--- config.mk ---
export PLATFORM = sky130hd
export DESIGN_NAME = adder_share_arb
export DESIGN_NICKNAME = d
export VERILOG_FILES = /design/src/rtl/adder_share_arb.sv
export SDC_FILE = /design/constraint.sdc
export NUM_CORES = 1
export LEC_CHECK = 0
export ABC_CLOCK_PERIOD_IN_PS = 3800
export BUFFER_PORTS_ARGS = -buffer_cell sky130_fd_sc_hd__buf_2
export CAP_MARGIN = 20
export CELL_PAD_IN_SITES_DETAIL_PLACEMENT = 1
export CELL_PAD_IN_SITES_GLOBAL_PLACEMENT = 1
export CORE_ASPECT_RATIO = 0.9
export CORE_MARGIN = 4
export CORE_UTILIZATION = 30
export CTS_CLUSTER_SIZE = 8
export DETAILED_ROUTE_END_ITERATION = 12
export PLACE_DENSITY_LB_ADDON = 0.1
export SETUP_SLACK_MARGIN = 0.05
export SKIP_LAST_GASP = 1
export SLEW_MARGIN = 15
export SYNTH_ARGS = -nofsm -noshare
export SYNTH_HDL_FRONTEND = slang
export SYNTH_SLANG_ARGS = --single-unit
export TNS_END_PERCENT = 10
--- constraint.sdc ---
create_clock -name clk -period 3.8 [get_ports clk]
set_input_delay 0.57 -clock clk [delete_from_list [all_inputs] [get_ports clk]]
set_output_delay 0.57 -clock clk [all_outputs]
set_load 0.1 [all_outputs]
--- src/rtl/adder_share_arb.sv ---
// Round-robin arbiter that shares one sequential adder among NUM_REQ requesters.
// A one-hot tag pipeline follows each issued pair so its sum returns to its owner.
module adder_share_arb #(
  parameter int NUM_REQ     = 4,
  parameter int DATA_WIDTH  = 4,
  parameter int ADD_LATENCY = 1
) (
  input  logic                               clk,
  input  logic                               rst,
  input  logic                               i_en,
  input  logic [NUM_REQ-1:0]                 i_req_valid,
  input  logic [NUM_REQ*2*DATA_WIDTH-1:0]    i_req_data_bus,
  output logic [NUM_REQ-1:0]                 o_req_ready,
  output logic [1:0]                         o_add_valid,
  output logic [2*DATA_WIDTH-1:0]            o_add_data_bus,
  output logic                               o_add_en,
  input  logic                               i_add_valid,
  input  logic [DATA_WIDTH:0]                i_add_data_bus,
  output logic [NUM_REQ-1:0]                 o_rsp_valid,
  output logic [DATA_WIDTH:0]                o_rsp_data,
  output logic                               o_err
);

  localparam int PTR_W  = (NUM_REQ > 1) ? $clog2(NUM_REQ) : 1;
  localparam int PAIR_W = 2 * DATA_WIDTH;
  localparam logic [PTR_W:0]   NUM_REQ_C = (PTR_W + 1)'(NUM_REQ);
  localparam logic [PTR_W-1:0] LAST_IDX  = PTR_W'(NUM_REQ - 1);

  logic [PTR_W-1:0]    ptr_q;
  logic [PTR_W-1:0]    ptr_d;
  logic [PTR_W:0]      cand_s;
  logic [PTR_W-1:0]    grant_idx_s;
  logic                grant_any_s;
  logic [NUM_REQ-1:0]  grant_s;
  logic [PAIR_W-1:0]   pair_s;
  logic [NUM_REQ-1:0]  tag_q [ADD_LATENCY];
  logic [NUM_REQ-1:0]  tail_s;
  logic                tail_nz_s;
  logic [NUM_REQ-1:0]  rsp_valid_q;
  logic [DATA_WIDTH:0] rsp_data_q;
  logic                err_q;

  // Rotating priority search starting at the pointer; reset and disable suppress any grant
  always_comb begin
    grant_idx_s = '0;
    grant_any_s = 1'b0;
    cand_s      = '0;
    if (i_en && !rst) begin
      for (int i = 0; i < NUM_REQ; i++) begin
        cand_s = {1'b0, ptr_q} + (PTR_W + 1)'(i);
        if (cand_s >= NUM_REQ_C) begin
          cand_s = cand_s - NUM_REQ_C;
        end else begin
          cand_s = cand_s;
        end
        if (!grant_any_s && i_req_valid[cand_s[PTR_W-1:0]]) begin
          grant_any_s = 1'b1;
          grant_idx_s = cand_s[PTR_W-1:0];
        end else begin
          grant_any_s = grant_any_s;
        end
      end
    end else begin
      grant_any_s = 1'b0;
    end
  end

  assign grant_s = grant_any_s ? (NUM_REQ'(1) << grant_idx_s) : '0;

  // Operand mux: the one-hot grant selects exactly one pair, or none
  always_comb begin
    pair_s = '0;
    for (int k = 0; k < NUM_REQ; k++) begin
      if (grant_s[k]) begin
        pair_s = pair_s | i_req_data_bus[k*PAIR_W +: PAIR_W];
      end else begin
        pair_s = pair_s;
      end
    end
  end

  // Next pointer is one past the winner, wrapping at NUM_REQ
  always_comb begin
    ptr_d = ptr_q;
    if (grant_any_s) begin
      if (grant_idx_s == LAST_IDX) begin
        ptr_d = '0;
      end else begin
        ptr_d = grant_idx_s + PTR_W'(1);
      end
    end else begin
      ptr_d = ptr_q;
    end
  end

  // Tag pipeline mirrors the adder latency and freezes with it while disabled
  always_ff @(posedge clk) begin
    if (rst) begin
      for (int j = 0; j < ADD_LATENCY; j++) begin
        tag_q[j] <= '0;
      end
    end else if (i_en) begin
      tag_q[0] <= grant_s;
      for (int j = 1; j < ADD_LATENCY; j++) begin
        tag_q[j] <= tag_q[j-1];
      end
    end else begin
      for (int j = 0; j < ADD_LATENCY; j++) begin
        tag_q[j] <= tag_q[j];
      end
    end
  end

  assign tail_s    = tag_q[ADD_LATENCY-1];
  assign tail_nz_s = |tail_s;

  // Pointer, response strobe and sticky error; a stalled adder never yields a response
  always_ff @(posedge clk) begin
    if (rst) begin
      ptr_q       <= '0;
      rsp_valid_q <= '0;
      rsp_data_q  <= '0;
      err_q       <= 1'b0;
    end else if (i_en) begin
      ptr_q <= ptr_d;
      if (i_add_valid && tail_nz_s) begin
        rsp_valid_q <= tail_s;
        rsp_data_q  <= i_add_data_bus;
      end else begin
        rsp_valid_q <= '0;
        rsp_data_q  <= rsp_data_q;
      end
      if (i_add_valid != tail_nz_s) begin
        err_q <= 1'b1;
      end else begin
        err_q <= err_q;
      end
    end else begin
      ptr_q       <= ptr_q;
      rsp_valid_q <= '0;
      rsp_data_q  <= rsp_data_q;
      err_q       <= err_q;
    end
  end

  assign o_req_ready    = grant_s;
  assign o_add_valid    = grant_any_s ? 2'b11 : 2'b00;
  assign o_add_data_bus = pair_s;
  assign o_add_en       = i_en;
  assign o_rsp_valid    = rsp_valid_q;
  assign o_rsp_data     = rsp_data_q;
  assign o_err          = err_q;

endmodule

==> flow_summary.json <==
{
  "status": "finished, final reports clean",
  "cts_htree_levels": 1,
  "grt_pass1_vias": 1215,
  "post_drt_via_cell_ratio": 5.067,
  "grt_max_degree": 15,
  "power_switching_share": 0.3791,
  "fin_setup_tns_ns": 0,
  "p_per_area_nw_per_um2": 363.0,
  "tightest_slew_ns": 0.5024,
  "min_period_over_period": 0.9079,
  "slew_viol_final": 0,
  "setup_violations": 0,
  "synth-compound-area-share": 0.2618,
  "dpl_worst_slack_ns": 0.3690,
  "port_buffers": 69,
  "drt.antenna.violating_nets": 0,
  "netlist_area_um2": 1032,
  "pwr-share-clk": 0.296,
  "die_h_um": 63.65,
  "maxSlewHeadroom": 0.6674,
  "fmax_ghz": 0.2899,
  "syn-num-nets": 170,
  "synth-simple-area-share": 0.2497,
  "wl_per_cell_um": 14.80,
  "ios": 70,
  "ys_types": 37,
  "cp.required_ns": 3.23,
  "comb_power_share": 0.339,
  "drc_errors": 0,
  "drt-total-wl_um": 3300,
  "hold_viol": 0,
  "grt_pass1_wl_um": 5368,
  "max-vdd-ir-drop_v": 0.0001619,
  "post-dp-hpwl_um": 2627,
  "rows": 19,
  "fin_ws_ns": 0.3500,
  "grt_overflow_total": 0,
  "critPathArrivalTime_ns": 2.88,
  "drt_iter0_drc": 24,
  "cp-end-kind": "output port",
  "cts.hold.buffers_added": 0,
  "finClkSkew_ns": 0.002999,
  "synth_xor_area_frac": 0,
  "intPower_mw": 0.3212,
  "final_layout_size_suffix_gt1_frac": 0.4696,
  "antenna_cells": 0,
  "hold_class": "register to register",
  "fin_area_um2": 1425,
  "path_max_fanout": 14,
  "cts_tree": "done",
  "critPathLaunchType": "input port",
  "grt_use_total": 0.1495,
  "gp_congestion": 0.7162,
  "seqPwrFrac": 0.365,
  "synth-seq-cells": 16,
  "synthMuxAreaShare": 0.009697,
  "synthCells": 120,
  "fill_cells": 418,
  "cts_buffers": 3,
  "power.switching_mw": 0.1961,
  "clk_latency_ns": 0.25,
  "synthAdderAreaFrac": 0.06061,
  "initial_utilization": 0.3240,
  "die_area_um2": 4445,
  "clk_pin_slew_ns": 0.06,
  "synth-seq-area-share": 0.3491,
  "first_pass_iters": 4,
  "antenna_found_initial": 0,
  "core-area_um2": 3186,
  "area_growth_pct": 38.06,
  "hold_ws_ns": 0.4572,
  "grt_setup_unrepaired": "no",
  "cts.sinks": 16,
  "final_nets": 232,
  "die_x_um": 69.83,
  "ys_warn_count": 0,
  "maxCapViolCount": 0,
  "avgSynthCellArea_um2": 8.602,
  "cts-root-buf": "clkbuf_8",
  "vias": 1130,
  "clockBufferDepth": 2,
  "place_inst": 219,
  "p_total_mw": 0.5173,
  "final.min_clock_period_ns": 3.450,
  "synth_top_family_by_area": "compound AO/OA/AOI/OAI gates",
  "postLayoutCoreUtil": 0.4474,
  "finalNonFillerCells": 223,
  "p_leak_nw": 0.7246,
  "postCtsSetupRepairBufs": 0,
  "worst-setup-path-type": "input port to output port",
  "cts_resized": 0,
  "place_area_um2": 1370
}
[cell families after synthesis]
group	Yosys count
AOI/OAI and AO/OA	41
adders and majority gates	5
buffers and inverters	14
DFF	16
muxes	1
and+or+nand+nor	43
[synth_stat cells, drive strengths merged]
cell type  count  share of area
a21oi         16          0.078
a22oi         16           0.12
dfxtp         12           0.23
nand2          9          0.035
and3           8          0.056
buf            8          0.047
nand3          6          0.029
ha             5          0.061
and2           4          0.024
clkbuf         4          0.015
edfxtp         4           0.12
nor2           4          0.015
and2b          2          0.015
inv            2         0.0073
nand2b         2          0.012
o211ai         2          0.015
o21ai          2         0.0097
or4            2          0.018
a22o           1         0.0085
and4bb         1          0.012
mux2i          1         0.0097
nand3b         1         0.0073
nor3           1         0.0048
nor4bb         1         0.0097
o211a          1         0.0097
o21bai         1         0.0073
o311a          1         0.0097
o31a           1         0.0085
or2            1         0.0061
or3            1         0.0061
[worst max-delay path: stages]
cell and delay, ns:
buf_2 0.16, and2b_1 0.46, o211ai_1 0.20, nor3_1 0.29, ha_1 0.45, a22oi_1 0.13
a21oi_1 0.17, buf_2 0.45
[layer usage]
| layer | vias up | GRT usage | wire (um) |
|---|---|---|---|
| met5 | - | 0 | 0 |
| met4 | 0 | 0.05742 | 57 |
| met3 | 5 | 0.05087 | 302 |
| met2 | 51 | 0.2653 | 1617 |
| met1 | 511 | 0.1633 | 1322 |
| li1 | 563 | - | - |
[power by group through the flow]
stage / clock network, mW / registers (mW) / logic [mW]
6_report: 0.153 / 0.189 / 0.175
5_1_grt: 0.164 / 0.190 / 0.187
4_1_cts: 0.158 / 0.189 / 0.177
3_5_place_dp: 0 / 0.192 / 0.176
3_3_place_gp: 0 / 0.192 / 0.173
2_1_floorplan: 0 / 0.220 / 0.104
[layout make-up]
| cell class | instances | area, um^2 | area share |
|---|---|---|---|
| flip-flops and latches | 16 | 360.3 | 0.2529 |
| well taps | 42 | 52.55 | 0.03687 |
| multi-input cells | 90 | 604.3 | 0.4241 |
| inverters | 2 | 7.507 | 0.005268 |
| clock buffers | 4 | 55.05 | 0.03863 |
| repair buffers | 69 | 345.3 | 0.2423 |
[sequential cells by signal (all words and copies together) (netlist names)]
name / flops
o_rsp_valid: 4
o_err: 1
ptr_q: 2
o_rsp_data: 5
tag_q: 4
[placed cells by master (no fill, tap or decap)]
cell | netlist | routed
and3_2 | 6 | 6
and2b_1 | 2 | 2
nand2_2 | 1 | 1
o21ai_1 | 1 | 1
and4bb_2 | 1 | 1
o211a_1 | 1 | 1
or3_1 | 1 | 1
inv_1 | 1 | 1
o21ai_0 | 1 | 1
or4_4 | 1 | 1
o21bai_1 | 1 | 1
nand3b_1 | 1 | 1
nor3_1 | 1 | 1
inv_2 | 1 | 1
nor4bb_1 | 1 | 1
clkbuf_8 | 0 | 4
nor2_1 | 4 | 4
nand2_1 | 8 | 8
a22oi_1 | 16 | 16
mux2i_1 | 1 | 1
a21oi_1 | 16 | 15
and3_1 | 2 | 2
and2_1 | 4 | 4
edfxtp_1 | 4 | 4
o31a_1 | 1 | 1
ha_1 | 5 | 5
buf_2 | 0 | 69
o311a_1 | 1 | 1
dfxtp_1 | 12 | 12
o211ai_1 | 2 | 2
a21oi_2 | 0 | 1
a22o_1 | 1 | 1
nand3_1 | 6 | 6
or2_2 | 1 | 1
or4_1 | 1 | 1
nand2b_1 | 2 | 2
[worst paths after layout]
path	from	end	slack (ns)	cells past startpoint
hold / removal	o_rsp_data[0]	o_rsp_data[0]	0.46	2
hold reg to reg	o_rsp_data[0]	o_rsp_data[0]	0.46	2
setup / recovery	rst	o_add_data_bus[3]	0.35	8
setup reg to reg	ptr_q[1]	tag_q[0][0]	1.75	5
Note: power is estimated with default switching activity, not from simulation.
